$ cat config.mk
export PLATFORM = sky130hd
export DESIGN_NAME = cm3_reset_ctrl
export DESIGN_NICKNAME = d
export VERILOG_FILES = /design/src/rtl/cm3_reset_pkg.sv /design/src/rtl/cm3_reset_ctrl_cdc_sync_bit.sv /design/src/rtl/cm3_reset_ctrl.sv
export SDC_FILE = /design/constraint.sdc
export NUM_CORES = 1
export LEC_CHECK = 0
export CAP_MARGIN = 20
export CORE_MARGIN = 5
export CORE_UTILIZATION = 45
export CTS_CLUSTER_DIAMETER = 50
export DETAILED_ROUTE_END_ITERATION = 12
export SYNTH_ARGS = -nofsm -noshare
export SYNTH_HDL_FRONTEND = slang
export SYNTH_SLANG_ARGS = --single-unit
$ cat constraint.sdc
create_clock -name CLK -period 3.5 [get_ports CLK]
set_input_delay 0.7 -clock CLK [delete_from_list [all_inputs] [get_ports CLK]]
set_output_delay 0.7 -clock CLK [all_outputs]
set_load 0.1 [all_outputs]
$ cat src/rtl/cm3_reset_pkg.sv
// Shared types and helpers for the CM3 reset sequencer.
package cm3_reset_pkg;

    typedef enum logic [2:0] {
        HOLD     = 3'd0,
        POR_WAIT = 3'd1,
        SYS_WAIT = 3'd2,
        RUN      = 3'd3,
        SYS_REQ  = 3'd4
    } rst_state_t;

    typedef enum logic [1:0] {
        CAUSE_BTN    = 2'b00,
        CAUSE_PLL    = 2'b01,
        CAUSE_SYSREQ = 2'b10,
        CAUSE_LOCKUP = 2'b11
    } rst_cause_t;

    function automatic int max_int(input int a, input int b);
        return (a > b) ? a : b;
    endfunction

endpackage

$ cat src/rtl/cm3_reset_ctrl_cdc_sync_bit.sv
// Multi-stage single-bit synchronizer with synchronous clear, reusable for
// any asynchronous level input (PLL lock, GPIO).
module cdc_sync_bit #(
    parameter int STAGES = 2
) (
    input  logic clk_i,
    input  logic clr_i,
    input  logic d_i,
    output logic q_o
);

    logic [STAGES-1:0] sync_q;

    // Shift chain; clear drops every stage to the unlocked/inactive level.
    always_ff @(posedge clk_i) begin
        if (clr_i) begin
            sync_q <= '0;
        end else begin
            sync_q <= {sync_q[STAGES-2:0], d_i};
        end
    end

    assign q_o = sync_q[STAGES-1];

endmodule

$ cat src/rtl/cm3_reset_ctrl.sv
// CM3 reset sequencer: qualifies PLL lock, releases PORESETn then SYSRESETn,
// and services warm resets. Optional lockup reset: CM3_RESET_LOCKUP_EN.
module cm3_reset_ctrl
    import cm3_reset_pkg::*;
#(
    parameter int POR_CYCLES  = 255,
    parameter int SYS_CYCLES  = 16,
    parameter int SYNC_STAGES = 2
) (
    input  logic       CLK,
    input  logic       RESET,
    input  logic       PLL_LOCKED,
    input  logic       SYSRESETREQ,
    input  logic       LOCKUP,
    output logic       PORESETn,
    output logic       SYSRESETn,
    output logic [1:0] RST_CAUSE,
    output logic       RST_BUSY
);

    localparam int CNT_W = $clog2(max_int(POR_CYCLES, SYS_CYCLES) + 1);

    localparam logic [2:0] S_HOLD     = HOLD;
    localparam logic [2:0] S_POR_WAIT = POR_WAIT;
    localparam logic [2:0] S_SYS_WAIT = SYS_WAIT;
    localparam logic [2:0] S_RUN      = RUN;
    localparam logic [2:0] S_SYS_REQ  = SYS_REQ;

    logic [2:0]       state_q, state_d;
    logic [CNT_W-1:0] cnt_q, cnt_d;
    logic [1:0]       cause_q, cause_d;
    logic             por_q, por_d;
    logic             sys_q, sys_d;
    logic             busy_q, busy_d;
    logic             lock_s;
    logic             warm_req_s;
    logic [1:0]       warm_cause_s;

    cdc_sync_bit #(
        .STAGES (SYNC_STAGES)
    ) u_lock_sync (
        .clk_i (CLK),
        .clr_i (RESET),
        .d_i   (PLL_LOCKED),
        .q_o   (lock_s)
    );

`ifdef CM3_RESET_LOCKUP_EN
    // Lockup wins the cause encoding when it coincides with a core request.
    always_comb begin
        warm_req_s   = SYSRESETREQ | LOCKUP;
        warm_cause_s = LOCKUP ? CAUSE_LOCKUP : CAUSE_SYSREQ;
    end
`else
    logic lockup_unused_s;
    assign lockup_unused_s = LOCKUP;

    // Only the core request can trigger a warm reset.
    always_comb begin
        warm_req_s   = SYSRESETREQ;
        warm_cause_s = CAUSE_SYSREQ;
    end
`endif

    // Sequencer next-state; lock loss outranks every in-sequence transition.
    always_comb begin
        state_d = state_q;
        cnt_d   = cnt_q;
        cause_d = cause_q;
        if (!lock_s && (state_q != S_HOLD)) begin
            state_d = S_HOLD;
            cnt_d   = '0;
            cause_d = CAUSE_PLL;
        end else begin
            case (state_q)
                S_HOLD: begin
                    if (lock_s) begin
                        state_d = S_POR_WAIT;
                        cnt_d   = CNT_W'(POR_CYCLES - 1);
                    end else begin
                        state_d = S_HOLD;
                    end
                end
                S_POR_WAIT: begin
                    if (cnt_q == '0) begin
                        state_d = S_SYS_WAIT;
                        cnt_d   = CNT_W'(SYS_CYCLES - 1);
                    end else begin
                        cnt_d = cnt_q - CNT_W'(1);
                    end
                end
                S_SYS_WAIT, S_SYS_REQ: begin
                    if (cnt_q == '0) begin
                        state_d = S_RUN;
                    end else begin
                        cnt_d = cnt_q - CNT_W'(1);
                    end
                end
                S_RUN: begin
                    if (warm_req_s) begin
                        state_d = S_SYS_REQ;
                        cnt_d   = CNT_W'(SYS_CYCLES - 1);
                        cause_d = warm_cause_s;
                    end else begin
                        state_d = S_RUN;
                    end
                end
                default: begin
                    state_d = S_HOLD;
                    cnt_d   = '0;
                end
            endcase
        end
    end

    // Outputs are decoded from the next state so they flip on the same edge.
    always_comb begin
        por_d  = (state_d == S_SYS_WAIT) || (state_d == S_RUN) || (state_d == S_SYS_REQ);
        sys_d  = (state_d == S_RUN);
        busy_d = (state_d != S_RUN);
    end

    // State, counter and registered outputs.
    always_ff @(posedge CLK) begin
        if (RESET) begin
            state_q <= S_HOLD;
            cnt_q   <= '0;
            cause_q <= CAUSE_BTN;
            por_q   <= 1'b0;
            sys_q   <= 1'b0;
            busy_q  <= 1'b1;
        end else begin
            state_q <= state_d;
            cnt_q   <= cnt_d;
            cause_q <= cause_d;
            por_q   <= por_d;
            sys_q   <= sys_d;
            busy_q  <= busy_d;
        end
    end

    assign PORESETn  = por_q;
    assign SYSRESETn = sys_q;
    assign RST_CAUSE = cause_q;
    assign RST_BUSY  = busy_q;

endmodule

==> metrics.log, run 1 <==
[metrics] result of the run: finished, final reports clean
[metrics] number of cells on the worst hold path: 1
[metrics] cell count after placement: 176
[metrics] Rel. slew slack: 0.351
[metrics] kind of critical path: reg2out
[metrics] Sw Pwr: 158 uW
[metrics] utilization of the core after routing: 0.512
[metrics] R2R Path End: cnt_q[6]
[metrics] core area: roughly 2400 um^2
[metrics] pin count of the biggest net entering global routing: 23
[metrics] area of the mapped netlist: 1130 um^2
[metrics] final weighted congestion of routability-driven global placement: 0.839
[metrics] Area Overhead vs Synth: 10.7%
[metrics] number of remaining DRC errors: 0
[metrics] Synth Area in Compound Gates: 0.232
[metrics] startpoint of the worst-slack reg-to-reg timing path: state_q[2]
[metrics] CTS sink cnt: 18
[metrics] placed standard-cell area: ~1200 um^2
[metrics] post-layout instance area: 1250 um^2
[metrics] final number of setup-violating endpoints: 0
[metrics] terminating pin of the worst hold path: u_lock_sync.sync_q[1]
[metrics] Hold Crit Start: u_lock_sync.sync_q[0]
[metrics] global-route congestion overflow total: 0
[metrics] overall routing resource usage: 0.165
[metrics] Initial DRC Count: 32
[metrics] distinct cell type count after synthesis: 45
[metrics] number of antenna violations at the first check in global routing: 0
[metrics] worst hold-check path type: reg2reg
[metrics] combinational family with the most area after synthesis: simple AND/OR/NAND/NOR gates
[metrics] Setup crit start: RST_CAUSE[0]
[metrics] critical path data required time: 2800 ps
[metrics] H-tree levels: 1
[metrics] IO Count: 10
[metrics] most frequent cells in the layout: 18 x dfxtp_1, 15 x nor2_1, 15 x a21oi_1
[metrics] Avg Vias per Cell: between 5 and 6
[metrics] starting utilization of the core area: 0.463
[metrics] mux cell area share after synthesis: 0.0356
[metrics] nature of the critical path endpoint: output pin
[metrics] final hold viol count: 0
[metrics] time the worst path needs with I/O delays and setup: 2480 ps
[metrics] later-pin clock latency in the skew report: between 200 and 300 ps
[metrics] floorplan die height: 60.0 um
[metrics] Gate Count Post-Synth: roughly 140
[metrics] Clock Skew: 1.77 ps
[metrics] cell breakdown of the critical path: clkdlybuf4s50_1
[metrics] die outline width: 60.0 um
[metrics] Clk network pwr share: 0.270
[metrics] root buffer cell: clkbuf_4
[metrics] Clock transition at path regs: roughly 110 ps
[metrics] Max stage delay cell, worst path: clkdlybuf4s50_1
[metrics] post-DP HPWL: between 1500 and 2000 um
[metrics] share of synthesized cell area in full adder, half adder and majority cells: 0.0311
[metrics] Num CTS Buffers: 3
[metrics] number of warnings reported in the yosys synthesis log: 0
[metrics] total iterations of the first detailed-routing run: 4
[metrics] post-synthesis share of cell area spent on xor and xnor gates: 0.0311
[metrics] power density over cell area: 392 nW/um^2
[metrics] Leak Pwr: 0.000482 uW
[metrics] max incr delay on CP: 1130 ps
[metrics] count of instances resized after the clock tree is built: 0
[metrics] IR Drop Worst-Case VDD: ~0.00026 V
[metrics] Die Outline Area: 3600 um^2
[metrics] hold buffer count at cts: 0
[metrics] post-synthesis share of cell area spent on and, or, nand and nor gates: 0.290
[metrics] worst setup slack for register-to-register paths: 1180 ps
[metrics] unrepaired setup endpoints after global routing: no
[metrics] Cell Int Power: around 330 uW
[metrics] number of setup buffers added after CTS: 0
[metrics] wire length of the first global-routing pass: 4470 um
[metrics] fraction of final layout cells sized beyond drive strength 1: 0.0867
[metrics] Net count, final: ~160
[metrics] buffer and inverter count on the worst path: 1
[metrics] post-synthesis async set-or-reset flop share: 0
[metrics] share of the clock period used by the worst path: 0.708
[metrics] number of nets still failing antenna checks after routing: 0
[metrics] Achievable Freq: ~400 MHz
[metrics] deepest clock path buffer count: 2
[metrics] count of buffers from port buffering: 8
[metrics] total negative setup slack: 0 ps
[metrics] fraction of power consumed by combinational cells: 0.261
[metrics] switching part of the total power: 0.323
[metrics] share of total power in sequential cells: 0.469
[metrics] Synth Area per Inst: 7.87 um^2
[metrics] critical path data arrival time: 1780 ps
[metrics] Non-Filler Instances: 180
[metrics] slew at the pin with the worst max-slew slack: 971 ps
[metrics] most frequent standard cell in the layout excluding fill and tap cells: dfxtp_1
[metrics] number of global-route vias before repair: between 1000 and 1500
[metrics] total length of routed wires: 2690 um
[metrics] EDFF count, synth: 0
[metrics] Net Count, Synth: 150
[metrics] cell depth of the worst flop-to-flop path: 5
[metrics] commonest register cell after synthesis: dfxtp_1
[metrics] count of pins over their slew limit: 0
[metrics] Max Cap Violations: 0
[metrics] Inserted Diodes: 0
[metrics] startpoint type of the worst setup path: flip-flop
[metrics] cell class contributing the biggest share of worst-path delay: buffers and inverters
[metrics] cell row count: 18
[metrics] DR vias: 1029
[metrics] Yosys reg bits: 18
[metrics] largest fanout on the critical path: 2
[metrics] sequential element share of the synthesized area: 0.320
[metrics] per-cell routed wire length: 15.0 um
[metrics] TritonCTS clock tree: yes
-- flip-flops by register name, indices dropped and copies added, names as in the netlist --
name                count
cnt_q                   8
RST_CAUSE               2
u_lock_sync.sync_q      2
RST_BUSY                1
state_q                 3
SYSRESETn               1
PORESETn                1
-- synthesized netlist by cell type, drive strengths merged, types with 2 or more instances --
cell type   n  area [um^2]
dfxtp      18          360
nor2       16         67.6
a21oi      15         75.1
o21ai      11         55.1
inv         7         26.3
nand2       7         26.3
nand2b      7         43.8
nor3        6         35.0
nand3       5         25.0
buf         4         33.8
mux2i       4         40.0
or2         4         25.0
a31oi       3         18.8
xor2        3         26.3
a211oi      2         15.0
clkbuf      2         7.51
ha          2         25.0
nor2b       2         12.5
nor4        2         12.5
o22ai       2         12.5
o31ai       2         15.0
or3         2         17.5
-- kinds of logic (layout without fill, tap and decap cells) --
logic type | after synthesis | in the layout
flops | 18 | 18
simple gates | 58 | 58
buf+inv | 13 | 20
fa+ha+maj | 3 | 3
compound gates | 43 | 43
mux | 4 | 4
xor+xnor | 4 | 4
-- through the flow --
step	hold slack, ps	total power (uW)	setup WS, ps
floorplan	414	330	1640
global route	478	514	953
finish	459	488	1020
global placement	427	357	1080
detailed placement	440	359	1020
CTS	461	490	1000
-- power groups by stage --
stage	Sequential (uW)	Combinational [uW]	Clock, uW
finish	229	127	132
global route	232	139	144
CTS	229	127	134
detailed placement	233	126	0
global placement	233	124	0
floorplan	235	94.8	0
-- layer usage --
layer / GRT usage / wire length (um) / up-vias / part of all wire
li1: - / - / 527 / -
met5: 0 / 0 / - / 0
met4: 0.0475 / 13 / 0 / 0.0048
met1: 0.216 / 1350 / 491 / 0.50
met2: 0.275 / 1260 / 9 / 0.47
met3: 0.0281 / 62 / 2 / 0.023
-- area by class of cell --
class / instances / area (um^2)
Clock buffer: 4 / 36.3
Fill cell: 244 / 1190
Inverter: 7 / 26.3
Multi-Input combinational cell: 112 / 698
Sequential cell: 18 / 360
Tap cell: 30 / 37.5
Timing Repair Buffer: 9 / 87.6
-- worst max-delay path by stage --
stage,endpoint,slack [ps],cells after the start
CTS,RST_CAUSE[0],1000,1
detailed placement,cnt_q[0],1020,6
finish,RST_CAUSE[0],1020,1
global route,RST_CAUSE[1],950,1
floorplan,state_q[0],1640,7
global placement,cnt_q[0],1080,6
Power figures use the tool's default switching activity.
==> run 2, diff against run 1 <==
--- a/config.mk
+++ b/config.mk
@@ -10,6 +10,7 @@
 export CORE_UTILIZATION = 45
 export CTS_CLUSTER_DIAMETER = 50
 export DETAILED_ROUTE_END_ITERATION = 12
+export PLACE_DENSITY = 0.67
 export SYNTH_ARGS = -nofsm -noshare
 export SYNTH_HDL_FRONTEND = slang
 export SYNTH_SLANG_ARGS = --single-unit
==> constraint.sdc (replaced) <==
create_clock -name CLK -period 2.27 [get_ports CLK]
set_input_delay 0.454 -clock CLK [delete_from_list [all_inputs] [get_ports CLK]]
set_output_delay 0.454 -clock CLK [all_outputs]
set_load 0.1 [all_outputs]
==> run 2 against run 1 <==
Total power grew 58%. Sequential power grew 53%. Global-route usage grew 0.13 points. Register-to-register slack lost 990 ps. Critical path type is now reg2reg. Final cell count grew 5.0%.
==> metrics.log, run 2 (synthesis gave the netlist of run 1 again) <==
[metrics] result of the run: finished, final reports clean
[metrics] later-pin clock latency in the skew report: 310 ps (+20 ps)
[metrics] final number of setup-violating endpoints: 0 (unchanged)
[metrics] Setup crit start: cnt_q[1]
[metrics] kind of critical path: reg2reg
[metrics] number of cells on the worst hold path: 1 (unchanged)
[metrics] overall routing resource usage: 0.166 (+0.00126)
[metrics] nature of the critical path endpoint: flip-flop
[metrics] cell row count: 18 (unchanged)
[metrics] DR vias: 1091 (+6.0%)
[metrics] most frequent cells in the layout: 18 x dfxtp_1, 15 x nor2_1, 15 x a21oi_1, 15 x buf_4, 10 x o21ai_0
[metrics] Inserted Diodes: 0 (unchanged)
[metrics] final hold viol count: 0 (unchanged)
[metrics] share of the clock period used by the worst path: 0.915
[metrics] fraction of final layout cells sized beyond drive strength 1: 0.170 (+0.0831)
[metrics] most frequent standard cell in the layout excluding fill and tap cells: dfxtp_1
[metrics] per-cell routed wire length: 13.8 um (-7.9%)
[metrics] Net count, final: 167 (+5.7%)
[metrics] count of buffers from port buffering: 8 (unchanged)
[metrics] slew at the pin with the worst max-slew slack: 600 ps (-371 ps)
[metrics] post-DP HPWL: 1880 um (-4.3%)
[metrics] CTS sink cnt: 18 (unchanged)
[metrics] critical path data arrival time: 2270 ps (+490 ps)
[metrics] H-tree levels: 1 (unchanged)
[metrics] root buffer cell: clkbuf_4
[metrics] Initial DRC Count: 36 (+13%)
[metrics] max reg flops: 8 (unchanged)
[metrics] critical path data required time: 2470 ps (-330 ps)
[metrics] Max Cap Violations: 0 (unchanged)
[metrics] count of pins over their slew limit: 0 (unchanged)
[metrics] unrepaired setup endpoints after global routing: no
[metrics] power density over cell area: 595 nW/um^2 (+52%)
[metrics] cell depth of the worst flop-to-flop path: 7 (+2)
[metrics] largest fanout on the critical path: 6 (+4)
[metrics] worst hold-check path type: reg2reg
[metrics] largest reg by FF count: cnt_q
[metrics] cell count after placement: 185 (+5.1%)
[metrics] floorplan die height: 60.0 um (unchanged)
[metrics] final weighted congestion of routability-driven global placement: 0.825 (-1.7%)
[metrics] hold buffer count at cts: 0 (unchanged)
[metrics] number of setup buffers added after CTS: 0 (unchanged)
[metrics] fill count: 232 (-4.9%)
[metrics] deepest clock path buffer count: 2 (unchanged)
[metrics] starting utilization of the core area: 0.463 (unchanged)
[metrics] Num CTS Buffers: 3 (unchanged)
[metrics] core area: 2430 um^2 (unchanged)
[metrics] Clock transition at path regs: 100 ps (about the same)
[metrics] total length of routed wires: 2600 um (-3.3%)
[metrics] number of antenna violations at the first check in global routing: 0 (unchanged)
[metrics] terminating pin of the worst hold path: u_lock_sync.sync_q[1]
[metrics] Leak Pwr: 0.000534 uW (+11%)
[metrics] number of remaining DRC errors: 0 (unchanged)
[metrics] Avg Vias per Cell: 5.77 (+0.98%)
[metrics] Rel. slew slack: 0.596 (+0.245)
[metrics] startpoint of the worst-slack reg-to-reg timing path: cnt_q[1]
[metrics] count of instances resized after the clock tree is built: 0 (unchanged)
[metrics] wire length of the first global-routing pass: 4560 um (+2.0%)
[metrics] Non-Filler Instances: 189 (+5.0%)
[metrics] R2R Path End: state_q[0]
[metrics] Area Overhead vs Synth: 15.6%
[metrics] Achievable Freq: 481 MHz
[metrics] global-route congestion overflow total: 0 (unchanged)
[metrics] die outline width: 60.0 um (unchanged)
[metrics] pin count of the biggest net entering global routing: 22 (-4.3%)
[metrics] IO Count: 10 (unchanged)
[metrics] number of global-route vias before repair: 1033 (+1.4%)
[metrics] startpoint type of the worst setup path: flip-flop
[metrics] IR Drop Worst-Case VDD: 0.000444 V (+71%)
[metrics] largest registers ranked by flip-flop count: cnt_q (8), state_q (3)
[metrics] worst setup slack for register-to-register paths: 190 ps (-990 ps)
[metrics] time the worst path needs with I/O delays and setup: 2080 ps
[metrics] total iterations of the first detailed-routing run: 4 (unchanged)
[metrics] Clock Skew: 7.62 ps (+5.86 ps)
[metrics] sequential cell area: 360 um^2 (unchanged)
[metrics] Die Outline Area: 3600 um^2 (unchanged)
[metrics] Hold Crit Start: u_lock_sync.sync_q[0]
[metrics] TritonCTS clock tree: yes
[metrics] total area of multi-input combinational cells: 698 um^2 (unchanged)
[metrics] total negative setup slack: 0 ps (unchanged)
[metrics] number of nets still failing antenna checks after routing: 0 (unchanged)
-- run 2: cell type report --
class,instances,share of cell area
Tap cell,30,0.0288
Timing Repair Buffer,18,0.110
Multi-Input combinational cell,112,0.537
Inverter,7,0.0202
Clock buffer,4,0.0279
Sequential cell,18,0.277
-- run 2: critical path, stage by stage, from the launching register on --
cell     delay (ps)
dfxtp_1         380
inv_1           100
ha_1            220
or4b_4          510
nor2_4          150
o21ai_1          70
and3b_1         210
o311a_1         330
-- run 2: worst max-delay path by stage --
stage,depth (start not counted),end
after floorplan,7,state_q[0]
after detailed placement,6,cnt_q[6]
after global placement,7,state_q[0]
after CTS,7,state_q[0]
final,7,state_q[0]
after global routing,7,cnt_q[6]
-- run 2: where the power goes --
group / total [uW] / switching [uW] / internal, uW
sequential: 351 / 20.3 / 331
clock: 201 / 103 / 98.0
combinational: 222 / 121 / 101
total: 774 / 244 / 530
-- run 2: metrics by stage --
stage                     setup slack (ps)  power, uW  hold slack, ps   util  area [um^2]
after floorplan                        412        508             414      -         1130
after detailed placement               229        576             432  0.520         1260
final                                  193        774             453  0.535         1300
after CTS                              219        778             462  0.535         1300
after global routing                  57.2        817             474  0.535         1300
after global placement                 270        573             427  0.520         1260
-- run 2: layer usage --
metal	share of wire	GRT usage	up-vias	wire, um
met5	0	0	-	0
met4	0.017	0.0918	0	45
met3	0.053	0.0259	5	137
met2	0.47	0.264	34	1210
met1	0.46	0.211	505	1210
li1	-	-	547	-
==> run 3, diff against run 2 <==
--- a/config.mk
+++ b/config.mk
@@ -11,6 +11,7 @@
 export CTS_CLUSTER_DIAMETER = 50
 export DETAILED_ROUTE_END_ITERATION = 12
 export PLACE_DENSITY = 0.67
+export REMOVE_ABC_BUFFERS = 1
 export SYNTH_ARGS = -nofsm -noshare
 export SYNTH_HDL_FRONTEND = slang
 export SYNTH_SLANG_ARGS = --single-unit
==> run 3 against run 2 <==
Global-route usage grew 0.096 points. Via count increased by 0.73%. Clock-buffer cell count did not move. Combinational power barely moved. Highest routed layer unchanged.
==> metrics.log, run 3 (synthesis gave the netlist of run 1 again) <==
[metrics] result of the run: finished, final reports clean
[metrics] Die Outline Area: 3600 um^2 (unchanged)
[metrics] count of instances resized after the clock tree is built: 0 (unchanged)
[metrics] startpoint type of the worst setup path: flip-flop
[metrics] cell breakdown of the critical path: inv_1 > ha_1 > or4b_4 > nor2_4 > o21ai_1 > and3b_1 > o311a_1
[metrics] wire length of the first global-routing pass: 4530 um (-0.75%)
[metrics] later-pin clock latency in the skew report: 310 ps (about the same)
[metrics] kind of critical path: reg2reg
[metrics] deepest clock path buffer count: 2 (unchanged)
[metrics] H-tree levels: 1 (unchanged)
[metrics] Clock Skew: 4.91 ps (-2.71 ps)
[metrics] Inserted Diodes: 0 (unchanged)
[metrics] TritonCTS clock tree: yes
[metrics] Area Overhead vs Synth: 15.6% (unchanged)
[metrics] final number of setup-violating endpoints: 0 (unchanged)
[metrics] post-DP HPWL: 2030 um (+7.6%)
[metrics] largest reg by FF count: cnt_q
[metrics] total iterations of the first detailed-routing run: 4 (unchanged)
[metrics] number of remaining DRC errors: 0 (unchanged)
[metrics] Max Cap Violations: 0 (unchanged)
[metrics] Max stage delay cell, worst path: or4b_4
[metrics] root buffer cell: clkbuf_4
[metrics] Rel. slew slack: 0.629 (+0.0328)
[metrics] Achievable Freq: 485 MHz (+0.82%)
[metrics] CTS sink cnt: 18 (unchanged)
[metrics] largest fanout on the critical path: 6 (unchanged)
[metrics] utilization of the core after routing: 0.535 (unchanged)
[metrics] floorplan die height: 60.0 um (unchanged)
[metrics] number of nets still failing antenna checks after routing: 0 (unchanged)
[metrics] total area of multi-input combinational cells: 698 um^2 (unchanged)
[metrics] number of setup buffers added after CTS: 0 (unchanged)
[metrics] count of pins over their slew limit: 0 (unchanged)
[metrics] Leak Pwr: 0.000534 uW (unchanged)
[metrics] count of buffers from port buffering: 8 (unchanged)
[metrics] worst hold-check path type: reg2reg
[metrics] per-cell routed wire length: 14.5 um (+5.5%)
[metrics] IO Count: 10 (unchanged)
[metrics] slew at the pin with the worst max-slew slack: 553 ps (-47.1 ps)
[metrics] starting utilization of the core area: 0.463 (unchanged)
[metrics] time the worst path needs with I/O delays and setup: 2060 ps (-17.0 ps)
[metrics] most frequent cells in the layout: 18 x dfxtp_1, 15 x nor2_1, 15 x a21oi_1, 15 x buf_4, 10 x o21ai_0
[metrics] startpoint of the worst-slack reg-to-reg timing path: cnt_q[1]
[metrics] critical path data required time: 2470 ps (about the same)
[metrics] cell depth of the worst flop-to-flop path: 7 (unchanged)
[metrics] global-route congestion overflow total: 0 (unchanged)
[metrics] largest registers ranked by flip-flop count: cnt_q (8), state_q (3)
[metrics] die outline width: 60.0 um (unchanged)
[metrics] total negative setup slack: 0 ps (unchanged)
[metrics] DR vias: 1099 (+0.73%)
[metrics] core area: 2430 um^2 (unchanged)
[metrics] critical path data arrival time: 2260 ps (about the same)
[metrics] final weighted congestion of routability-driven global placement: 0.821 (-0.56%)
[metrics] overall routing resource usage: 0.167 (+0.000960)
[metrics] number of global-route vias before repair: 1018 (-1.5%)
[metrics] hold buffer count at cts: 0 (unchanged)
[metrics] Clock transition at path regs: 120 ps (+20 ps)
[metrics] max incr delay on CP: 510 ps (about the same)
[metrics] power density over cell area: 604 nW/um^2 (+1.6%)
[metrics] cell row count: 18 (unchanged)
[metrics] number of cells on the worst hold path: 1 (unchanged)
[metrics] share of the clock period used by the worst path: 0.908 (-0.00749)
[metrics] max reg flops: 8 (unchanged)
[metrics] R2R Path End: state_q[0]
[metrics] IR Drop Worst-Case VDD: 0.000439 V (-1.0%)
[metrics] Hold Crit Start: u_lock_sync.sync_q[0]
[metrics] sequential cell area: 360 um^2 (unchanged)
[metrics] nature of the critical path endpoint: flip-flop
[metrics] most frequent standard cell in the layout excluding fill and tap cells: dfxtp_1
[metrics] Avg Vias per Cell: 5.81 (+0.73%)
[metrics] Num CTS Buffers: 3 (unchanged)
[metrics] total length of routed wires: 2750 um (+5.5%)
[metrics] Net count, final: 167 (unchanged)
[metrics] fill count: 235 (+1.3%)
[metrics] terminating pin of the worst hold path: u_lock_sync.sync_q[1]
[metrics] Initial DRC Count: 23 (-36%)
[metrics] unrepaired setup endpoints after global routing: no
[metrics] number of antenna violations at the first check in global routing: 0 (unchanged)
[metrics] worst setup slack for register-to-register paths: 210 ps (+20 ps)
[metrics] final hold viol count: 0 (unchanged)
[metrics] pin count of the biggest net entering global routing: 22 (unchanged)
[metrics] fraction of final layout cells sized beyond drive strength 1: 0.170 (unchanged)
run 3: cell counts in the layout (fill, tap and decap cells not counted):
Identical to the previous run, type by type.
run 3: metal layers:
metal,vias to the layer above,track usage,part of all wire
li1,543,-,-
met1,520,0.208,0.46
met2,27,0.276,0.48
met3,9,0.0432,0.042
met4,0,0.0570,0.023
met5,-,0,0
run 3: worst max-delay path: cells and delay by family (launching register included):
kind | cells | cell delay (ps)
AND/OR/NAND/NOR | 3 | 870
AO/OA/AOI/OAI | 2 | 390
flip-flops | 1 | 380
adder cells (fa/ha/maj) | 1 | 220
buffers and inverters | 1 | 100
run 3: worst max-delay path by stage:
stage,cells past startpoint,from,end
final,7,cnt_q[1],state_q[0]
after floorplan,7,cnt_q[0],state_q[0]
after global routing,7,cnt_q[1],state_q[0]
after CTS,7,cnt_q[1],state_q[0]
after detailed placement,6,SYSRESETREQ,cnt_q[6]
after global placement,6,SYSRESETREQ,cnt_q[6]
run 3: power by group:
part           switching, uW  internal (uW)
Clock                    113           97.9
Combinational            123            101
Sequential              20.3            331
run 3: stage by stage:
stage	power, uW	instances	worst slack [ps]	area [um^2]	hold WS (ps)
2_1_floorplan	506	137	412	1080	414
3_3_place_gp	574	185	258	1260	422
3_5_place_dp	579	185	245	1260	451
4_1_cts	788	189	221	1300	472
5_1_grt	825	189	100	1300	478
6_report	786	189	210	1300	467
run 3: cell type report:
cell class | instances | share of cell area
Clock buffer | 4 | 0.0279
Inverter | 7 | 0.0202
Multi-Input combinational cell | 112 | 0.537
Sequential cell | 18 | 0.277
Tap cell | 30 | 0.0288
Timing Repair Buffer | 18 | 0.110
